$ cat src/rtl/pe_ctrl_pkg.sv
// Shared types and helpers for the PE matrix job sequencer.
// Holds the state encoding, the matrix dimension and the kernel-size decode.
package pe_ctrl_pkg;

   localparam int MAT_DIM = 11;

   typedef enum logic [2:0] {
      IDLE,
      LOAD_W,
      WPULSE,
      CLR,
      COMPUTE,
      DRAIN,
      OUT
   } state_t;

   // Kernel edge length for a given mode select: 00=3, 01=5, 10=7, 11=11.
   function automatic logic [3:0] kernel_of(input logic [1:0] sel);
      logic [3:0] k;
      case (sel)
         2'b00:   k = 4'd3;
         2'b01:   k = 4'd5;
         2'b10:   k = 4'd7;
         default: k = 4'd11;
      endcase
      return k;
   endfunction

endpackage

$ cat src/rtl/pe_ctrl_cnt.sv
// Loadable up/down counter that saturates at a terminal value and flags it.
// Used by the sequencer for the IF beat count and the pipeline drain count.
module pe_ctrl_cnt #(
   parameter int W = 8
) (
   input  logic         CLK,
   input  logic         RST,
   input  logic         load,
   input  logic [W-1:0] load_val,
   input  logic         en,
   input  logic         up,
   input  logic [W-1:0] term,
   output logic         last
);

   logic [W-1:0] count;

   // NOTE: sequential state uses non-blocking assignments so every flop samples pre-edge values.
   always_ff @(posedge CLK or negedge RST) begin
      if (!RST) begin
         count <= '0;
      end else if (load) begin
         count <= load_val;
      end else if (en && !last) begin
         count <= up ? count + 1'b1 : count - 1'b1;
      end
   end

   assign last = (count == term);

endmodule

$ cat src/rtl/pe_matrix_seq_ctrl.sv
// Job sequencer for the 11x11 PE matrix: weight load, accumulator clear,
// IF streaming, pipeline drain and result handshake, with synchronous abort.
module pe_matrix_seq_ctrl
   import pe_ctrl_pkg::*;
#(
   parameter int DataWidth = 8,
   parameter int STEP_W    = 8,
   parameter int PIPE_LAT  = 2
) (
   input  logic              CLK,
   input  logic              RST,
   input  logic              cfg_valid,
   output logic              cfg_ready,
   input  logic [1:0]        cfg_sel,
   input  logic [STEP_W-1:0] cfg_steps,
   input  logic              w_valid,
   output logic              w_ready,
   input  logic              if_valid,
   output logic              if_ready,
   input  logic              abort,
   output logic [1:0]        pe_sel,
   output logic              pe_rst_w,
   output logic              pe_rst,
   output logic              pe_en,
   output logic              out_valid,
   input  logic              out_ready,
   output logic              busy
);

   localparam int DRAIN_MAX = PIPE_LAT + MAT_DIM - 1;
   localparam int DRAIN_W   = $clog2(DRAIN_MAX + 1);

   if (DataWidth < 1 || PIPE_LAT < 0) begin : g_bad_param
      $error("pe_matrix_seq_ctrl: DataWidth must be >= 1 and PIPE_LAT >= 0");
   end

   state_t              state, next_state;
   logic [1:0]          sel_q;
   logic [STEP_W-1:0]   steps_q;
   logic [STEP_W-1:0]   step_term;
   logic [DRAIN_W-1:0]  drain_init;
   logic                abort_pulse_q;
   logic                pe_rst_clr;
   logic                cfg_hs, if_hs;
   logic                step_last, drain_last;

   always_ff @(posedge CLK or negedge RST) begin
      if (!RST) begin
         state         <= IDLE;
         sel_q         <= 2'b00;
         steps_q       <= '0;
         abort_pulse_q <= 1'b0;
      end else begin
         state         <= next_state;
         abort_pulse_q <= abort && (state != IDLE);
         if (cfg_hs) begin
            sel_q   <= cfg_sel;
            steps_q <= (cfg_steps == '0) ? STEP_W'(1) : cfg_steps;
         end
      end
   end

   // NOTE: every output of this block gets a default first, so no path leaves a latch behind.
   always_comb begin
      next_state = state;
      cfg_ready  = 1'b0;
      w_ready    = 1'b0;
      if_ready   = 1'b0;
      pe_rst_w   = 1'b0;
      pe_rst_clr = 1'b0;
      out_valid  = 1'b0;
      case (state)
         IDLE: begin
            cfg_ready = 1'b1;
            if (cfg_valid) next_state = LOAD_W;
         end
         LOAD_W: begin
            w_ready = 1'b1;
            if (w_valid) next_state = WPULSE;
         end
         WPULSE: begin
            pe_rst_w   = 1'b1;
            next_state = CLR;
         end
         CLR: begin
            pe_rst_clr = 1'b1;
            next_state = COMPUTE;
         end
         COMPUTE: begin
            if_ready = 1'b1;
            if (if_valid && step_last) next_state = DRAIN;
         end
         DRAIN: begin
            if (drain_last) next_state = OUT;
         end
         OUT: begin
            out_valid = 1'b1;
            if (out_ready) next_state = IDLE;
         end
         default: next_state = IDLE;
      endcase
      // Abort wins over any handshake in the same cycle; in IDLE it simply holds IDLE.
      if (abort) begin
         cfg_ready  = 1'b0;
         w_ready    = 1'b0;
         if_ready   = 1'b0;
         next_state = IDLE;
      end
   end

   assign cfg_hs = cfg_valid & cfg_ready;
   assign if_hs  = if_valid & if_ready;
   assign pe_en  = if_hs;
   assign pe_rst = pe_rst_clr | abort_pulse_q;
   assign pe_sel = sel_q;
   assign busy   = (state != IDLE);

   assign step_term  = steps_q - STEP_W'(1);
   assign drain_init = DRAIN_W'(PIPE_LAT - 1) + DRAIN_W'(kernel_of(sel_q));

   pe_ctrl_cnt #(.W(STEP_W)) u_step_cnt (
      .CLK      (CLK),
      .RST      (RST),
      .load     (cfg_hs),
      .load_val ('0),
      .en       (if_hs),
      .up       (1'b1),
      .term     (step_term),
      .last     (step_last)
   );

   // Counts down the PE pipeline plus the kernel sweep after the last IF beat.
   pe_ctrl_cnt #(.W(DRAIN_W)) u_drain_cnt (
      .CLK      (CLK),
      .RST      (RST),
      .load     (if_hs & step_last),
      .load_val (drain_init),
      .en       (state == DRAIN),
      .up       (1'b0),
      .term     (DRAIN_W'(1)),
      .last     (drain_last)
   );

endmodule

$ cat config.mk
export PLATFORM = sky130hd
export DESIGN_NAME = pe_matrix_seq_ctrl
export DESIGN_NICKNAME = d
export VERILOG_FILES = /design/src/rtl/pe_ctrl_pkg.sv /design/src/rtl/pe_ctrl_cnt.sv /design/src/rtl/pe_matrix_seq_ctrl.sv
export SDC_FILE = /design/constraint.sdc
export NUM_CORES = 1
export LEC_CHECK = 0
export CORE_UTILIZATION = 49
export CTS_BUF_LIST = sky130_fd_sc_hd__clkbuf_2
export DETAILED_ROUTE_END_ITERATION = 8
export GPL_ROUTABILITY_DRIVEN = 0
export PLACE_DENSITY = 0.78
export SLEW_MARGIN = 20
export SYNTH_ARGS = -nofsm -noshare
export SYNTH_HDL_FRONTEND = slang
export SYNTH_SLANG_ARGS = --single-unit
$ cat constraint.sdc
create_clock -name CLK -period 2.4 [get_ports CLK]
set_input_delay 0.72 -clock CLK [delete_from_list [all_inputs] [get_ports CLK]]
set_output_delay 0.72 -clock CLK [all_outputs]
set_load 0.02 [all_outputs]
# Word level (Yosys, flattened, before mapping)
# Cells that the tools add are included.
[word_totals]
n_memories = 0
latch_bits = 0
romBits = 0
output_inout_bits = 10
input_bits = 17
mem_bits_rw = 0
word_cells = 64
ff_bits = 26
[classes]
n_div = 0
bitwise = 4
multipliers = 0
n_eq_ne = 15
n_mux = 22
reduce_logical = 13
addsub = 4
n_lt_le_gt_ge = 0
n_shift = 0
[op_table]
columns = ["cell", "n"]
rows = [
  ["$mux W8", 3],
  ["$pmux W3 S7", 1],
  ["$mux W3", 6],
  ["$ne A3 B3 Y1 const B", 5],
  ["$pmux W4 S3", 1],
  ["$eq A3 B3 Y1 const B", 3],
  ["$mux W1", 9],
  ["$add A8 B1 Y8 const B", 1],
  ["$eq A8 B8 Y1", 1],
  ["$logic_not A8 Y1", 1],
  ["$mux W4", 2],
  ["$sub A8 B1 Y8 const B", 1],
  ["$eq A3 B2 Y1 const B", 2],
  ["$reduce_and A5 Y1", 1],
  ["$add A1 B4 Y4 const A", 1],
  ["$eq A4 B1 Y1 const B", 1],
  ["$logic_and A1 B1 Y1", 4],
  ["$reduce_bool A2 Y1", 2],
  ["$sub A4 B1 Y4 const B", 1],
  ["$and A1 B1 Y1", 3],
  ["$eq A3 B1 Y1 const B", 1],
  ["$logic_not A3 Y1", 1],
  ["$reduce_bool A3 Y1", 1],
  ["$eq A2 B1 Y1 const B", 1],
  ["other kinds (4)", 5],
]

# Depth between registers and ports, before layout
[logic_depth]
depth_word = 7
mapped_depth = 9
mapped_depth_nobuf = 8

# Modules after synthesis
# A second synthesis with hierarchy kept.
[unflattened]
cells_unflattened = 208
hier_area_um2 = 1986.9
[modules_own_cells]
columns = ["module", "n_inst", "seq_area_each_um2", "cells_each", "area_per_inst_um2"]
rows = [
  ["pe_matrix_seq_ctrl", 1, 350.3, 91, 874.6],
  ["pe_ctrl_cnt (u_step_cnt)", 1, 200.2, 80, 753.2],
  ["pe_ctrl_cnt (u_drain_cnt)", 1, 100.1, 37, 359.1],
]

# Worst setup path after synthesis
# OpenSTA, ideal clock, no wires.
[synth_timing]
kind = "input to output"
start = "input port abort"
end = "output port pe_en"
path_buffers = 1
required_ns = 1.680
stages = 4
path_slack_ns = -0.581
t_arrival_ns = 2.261
path_cell_list = "clkbuf_1 -> nor4_1 -> nand2_1 -> clkinv_1"
[synth_between]
elab_chain_len = 2
[synth_rtl]
columns = ["item", "line", "rtl"]
rows = [
  ["start: declaration", "pe_matrix_seq_ctrl.sv:20", "input logic abort,"],
  ["$mux W1", "pe_matrix_seq_ctrl.sv:103", "if (abort) begin"],
  ["via if_ready", "pe_matrix_seq_ctrl.sv:19", "output logic if_ready,"],
  ["$and A1 B1 Y1", "pe_matrix_seq_ctrl.sv:112", "assign if_hs = if_valid & if_ready;"],
  ["end: declaration", "pe_matrix_seq_ctrl.sv:24", "output logic pe_en,"],
]
# The timed path passes the listed nets, and every way through them passes these cells.

# Worst setup path in the final report
[layout_timing]
start = "input port abort"
end = "output port w_ready"
[layout_between]
elab_chain_len = 1
[layout_rtl]
columns = ["item", "line", "rtl"]
rows = [
  ["$mux W1", "pe_matrix_seq_ctrl.sv:103", ""],
  ["end: declaration", "pe_matrix_seq_ctrl.sv:17", "output logic w_ready,"],
]
# No other way between the ends.

==> results.toml <==
[clock_network]
htree_levels = 1
cts_buffer_depth = 2
insertion_delay_ps = 350
cts_tree = "built"
numClockSinks = 26
root_buffer = "clkbuf_2"
cts_made_buffers = 3
clk_pin_slew_ps = 240

[place]
portBuffers = 26
dp_hpwl_um = 2710
place_area_um2 = 1980

[global_routing]
grt.total_usage = 0.237
grt_max_degree = 27
grt_pass1_wl_um = 6200
antenna_found_initial = 0
grt.overflow.total = 0
grt_pass1_vias = 1376

[yosys]
synthTopCellsByArea = "dfrtp_1 41%, nand2_1 8.5%, xnor2_1 6.1%"
synth.largest_area_cell = "dfrtp_1"
netlist_area_um2 = 1580
synth-async-reset-ratio = 1.00
synth_top_flop_cell = "dfrtp_1"
synth_edf_count = 0
yosysSeqAreaShare = 0.411
synth_cell_types = 41
syn_nets = 200
yosysWarnings = 0
syn-instance-count = 179
syn_area_per_cell_um2 = 8.85
netlist.area_leader.share = 0.411
synth_seq_cells = 26

[layout]
seqCellArea_um2 = 653
final_nets = 244
nFillCells = 272
drive_above_1_share = 0.194
final_cell_area_um2 = 2050
diodes = 0
layout_common_cells = "36 x nand2_1, 24 x dfrtp_1, 21 x buf_4, 17 x clkdlybuf4s50_1, 11 x xnor2_1"
final_util = 0.670
multi_input_area_um2 = 880
syn_to_final_growth_pct = 29.2
mostFrequentLayoutCell = "nand2_1"

[setup_path]
cp-end-kind = "output port"
required_ps = 1680
reg2reg_depth = 6
slowest_stage = "dlygate4sd2_1"
worstPathCellList = "dlygate4sd2_1, buf_4, nor2_1, nand2_1, inv_1, buf_2"
slowest_delay_ps = 300
crit_buf_inv = 4
cp.arrival_ps = 1640
start_kind = "input port"
path_class = "in2out"
critical_path.top_delay_family = "buffers and inverters"
critical_path.max_fanout = 6
rrSetupSlack_ps = 150
rr_startpoint = "steps_q[3]"
r2r-end = "u_step_cnt.count[5]"

[pwr]
ir_drop_uv = 577
design_power_total_w = 0.00200
leakagePower_nw = 0.929
p_per_area_nw_per_um2 = 976

[die]
dieArea_um2 = 3460
row_count = 20
io_pins = 27
core-area_um2 = 3050
start_util = 0.519
die_x_um = 58.9
die-height_um = 58.9

[drt]
avgRoutedWirePerCell_um = 13.9
vias_per_cell = 5.45
drc_errors = 0
ant_nets = 0
drt-pass1-iter-count = 4
vias = 1450
wirelength_um = 3700
drt-initial-drc-count = 85

[sta]
worstMarginPinSlew_ps = 352
fmax_ghz = 0.424
rsz0062_at_grt = "false"
hold_viol = 0
finalMaxSlewViolations = 0
setup_viol = 0
fin_crit_ps = 2360
slew_headroom = 0.763
timing.final.crit_share = 0.982
finClkSkew_ps = 4.85

[run_status]
status = "finished clean"

[hold_path]
hold_end = "steps_q[7]"
hp-start = "steps_q[7]"
holdPathStages = 2
hold_class = "reg2reg"

[flow_run]
cap_violations = 0
## flip-flops by register name, indices dropped and copies added (netlist names)
signal / flops
state: 3
abort_pulse_q: 1
u_drain_cnt.count: 4
steps_q: 8
u_step_cnt.count: 8
pe_sel: 2
## how the worst max path moves through the flow
| stage | cells after the start | slack (ps) | start | endpoint |
|---|---|---|---|---|
| 2_1_floorplan | 4 | 40 | abort | pe_en |
| 3_3_place_gp | 6 | -530 | abort | w_ready |
| 3_5_place_dp | 3 | -580 | abort | cfg_ready |
| 4_1_cts | 3 | 20 | abort | cfg_ready |
| 5_1_grt | 3 | 0.1 | state[2] | busy |
| 6_report | 6 | 40 | abort | w_ready |
## kinds of logic after synthesis
kind of cell / after synthesis / synth area share
buf+inv: 18 / 0.0529
xor+xnor: 15 / 0.0829
simple gates: 80 / 0.263
mux: 7 / 0.0450
flops: 26 / 0.411
fa+ha+maj: 4 / 0.0316
compound gates: 29 / 0.114
## per-stage QoR
step                worst slack [ps]  hold WS (ps)  setup TNS [ps]  cells
global route                  0.0950           577               0    266
global placement                -529           488           -1950    255
finish                          42.8           547               0    266
floorplan                       38.8           424               0    179
detailed placement              -585           491           -2180    255
CTS                             23.9           542               0    263
## synth_stat cells (2+ instances only)
library cell and instances:
or4_1 3, nand3_1 2, nor2b_1 3, nand3b_1 2, nand2_1 36, a31o_2 2
and2_1 2, nor2_1 5, ha_1 4, nand4_1 3, buf_6 2, o211ai_1 3
or3_1 4, xor2_1 4, inv_1 8, clkbuf_1 6, nor4_1 4, dfrtp_1 26
nor3_1 5, nor3b_1 4, mux2i_1 6, a21oi_1 8, o21ai_0 9, xnor2_1 11
## cell type report
cell class	instances	share of cell area
multi-input cells	135	0.430
flip-flops and latches	26	0.319
repair buffers	48	0.199
well taps	44	0.0269
inverters	9	0.0165
clock buffers	3	0.00733
clock inverters	1	0.00183
## repair_timing
action                                  4_1_cts  5_1_grt
hold buffers                                  0        0
endpoints found under the setup margin        8        5
pin swaps                                     0        2
buffers inserted                              4        3
resized for setup                            24        8
## where the power goes
part	internal, W	switching [W]	total [W]
registers	0.000583	0.000150	0.000732
logic	0.000546	0.000550	0.00110
clock network	0.0000362	0.000133	0.000169
## metal layers
layer / vias to the layer above / global-route usage / wire length [µm]
met5: - / 0 / 0
met4: 0 / 0.0714 / 55
met3: 7 / 0.0220 / 137
met2: 35 / 0.398 / 1850
met1: 696 / 0.325 / 1660
li1: 712 / - / -
## tightest hold or removal path, stage by stage (launching register included)
cell and delay [ps]:
dfrtp_1 420, nand2_1 60, nand2_1 60
No activity file was read; power rests on OpenSTA's default activity.
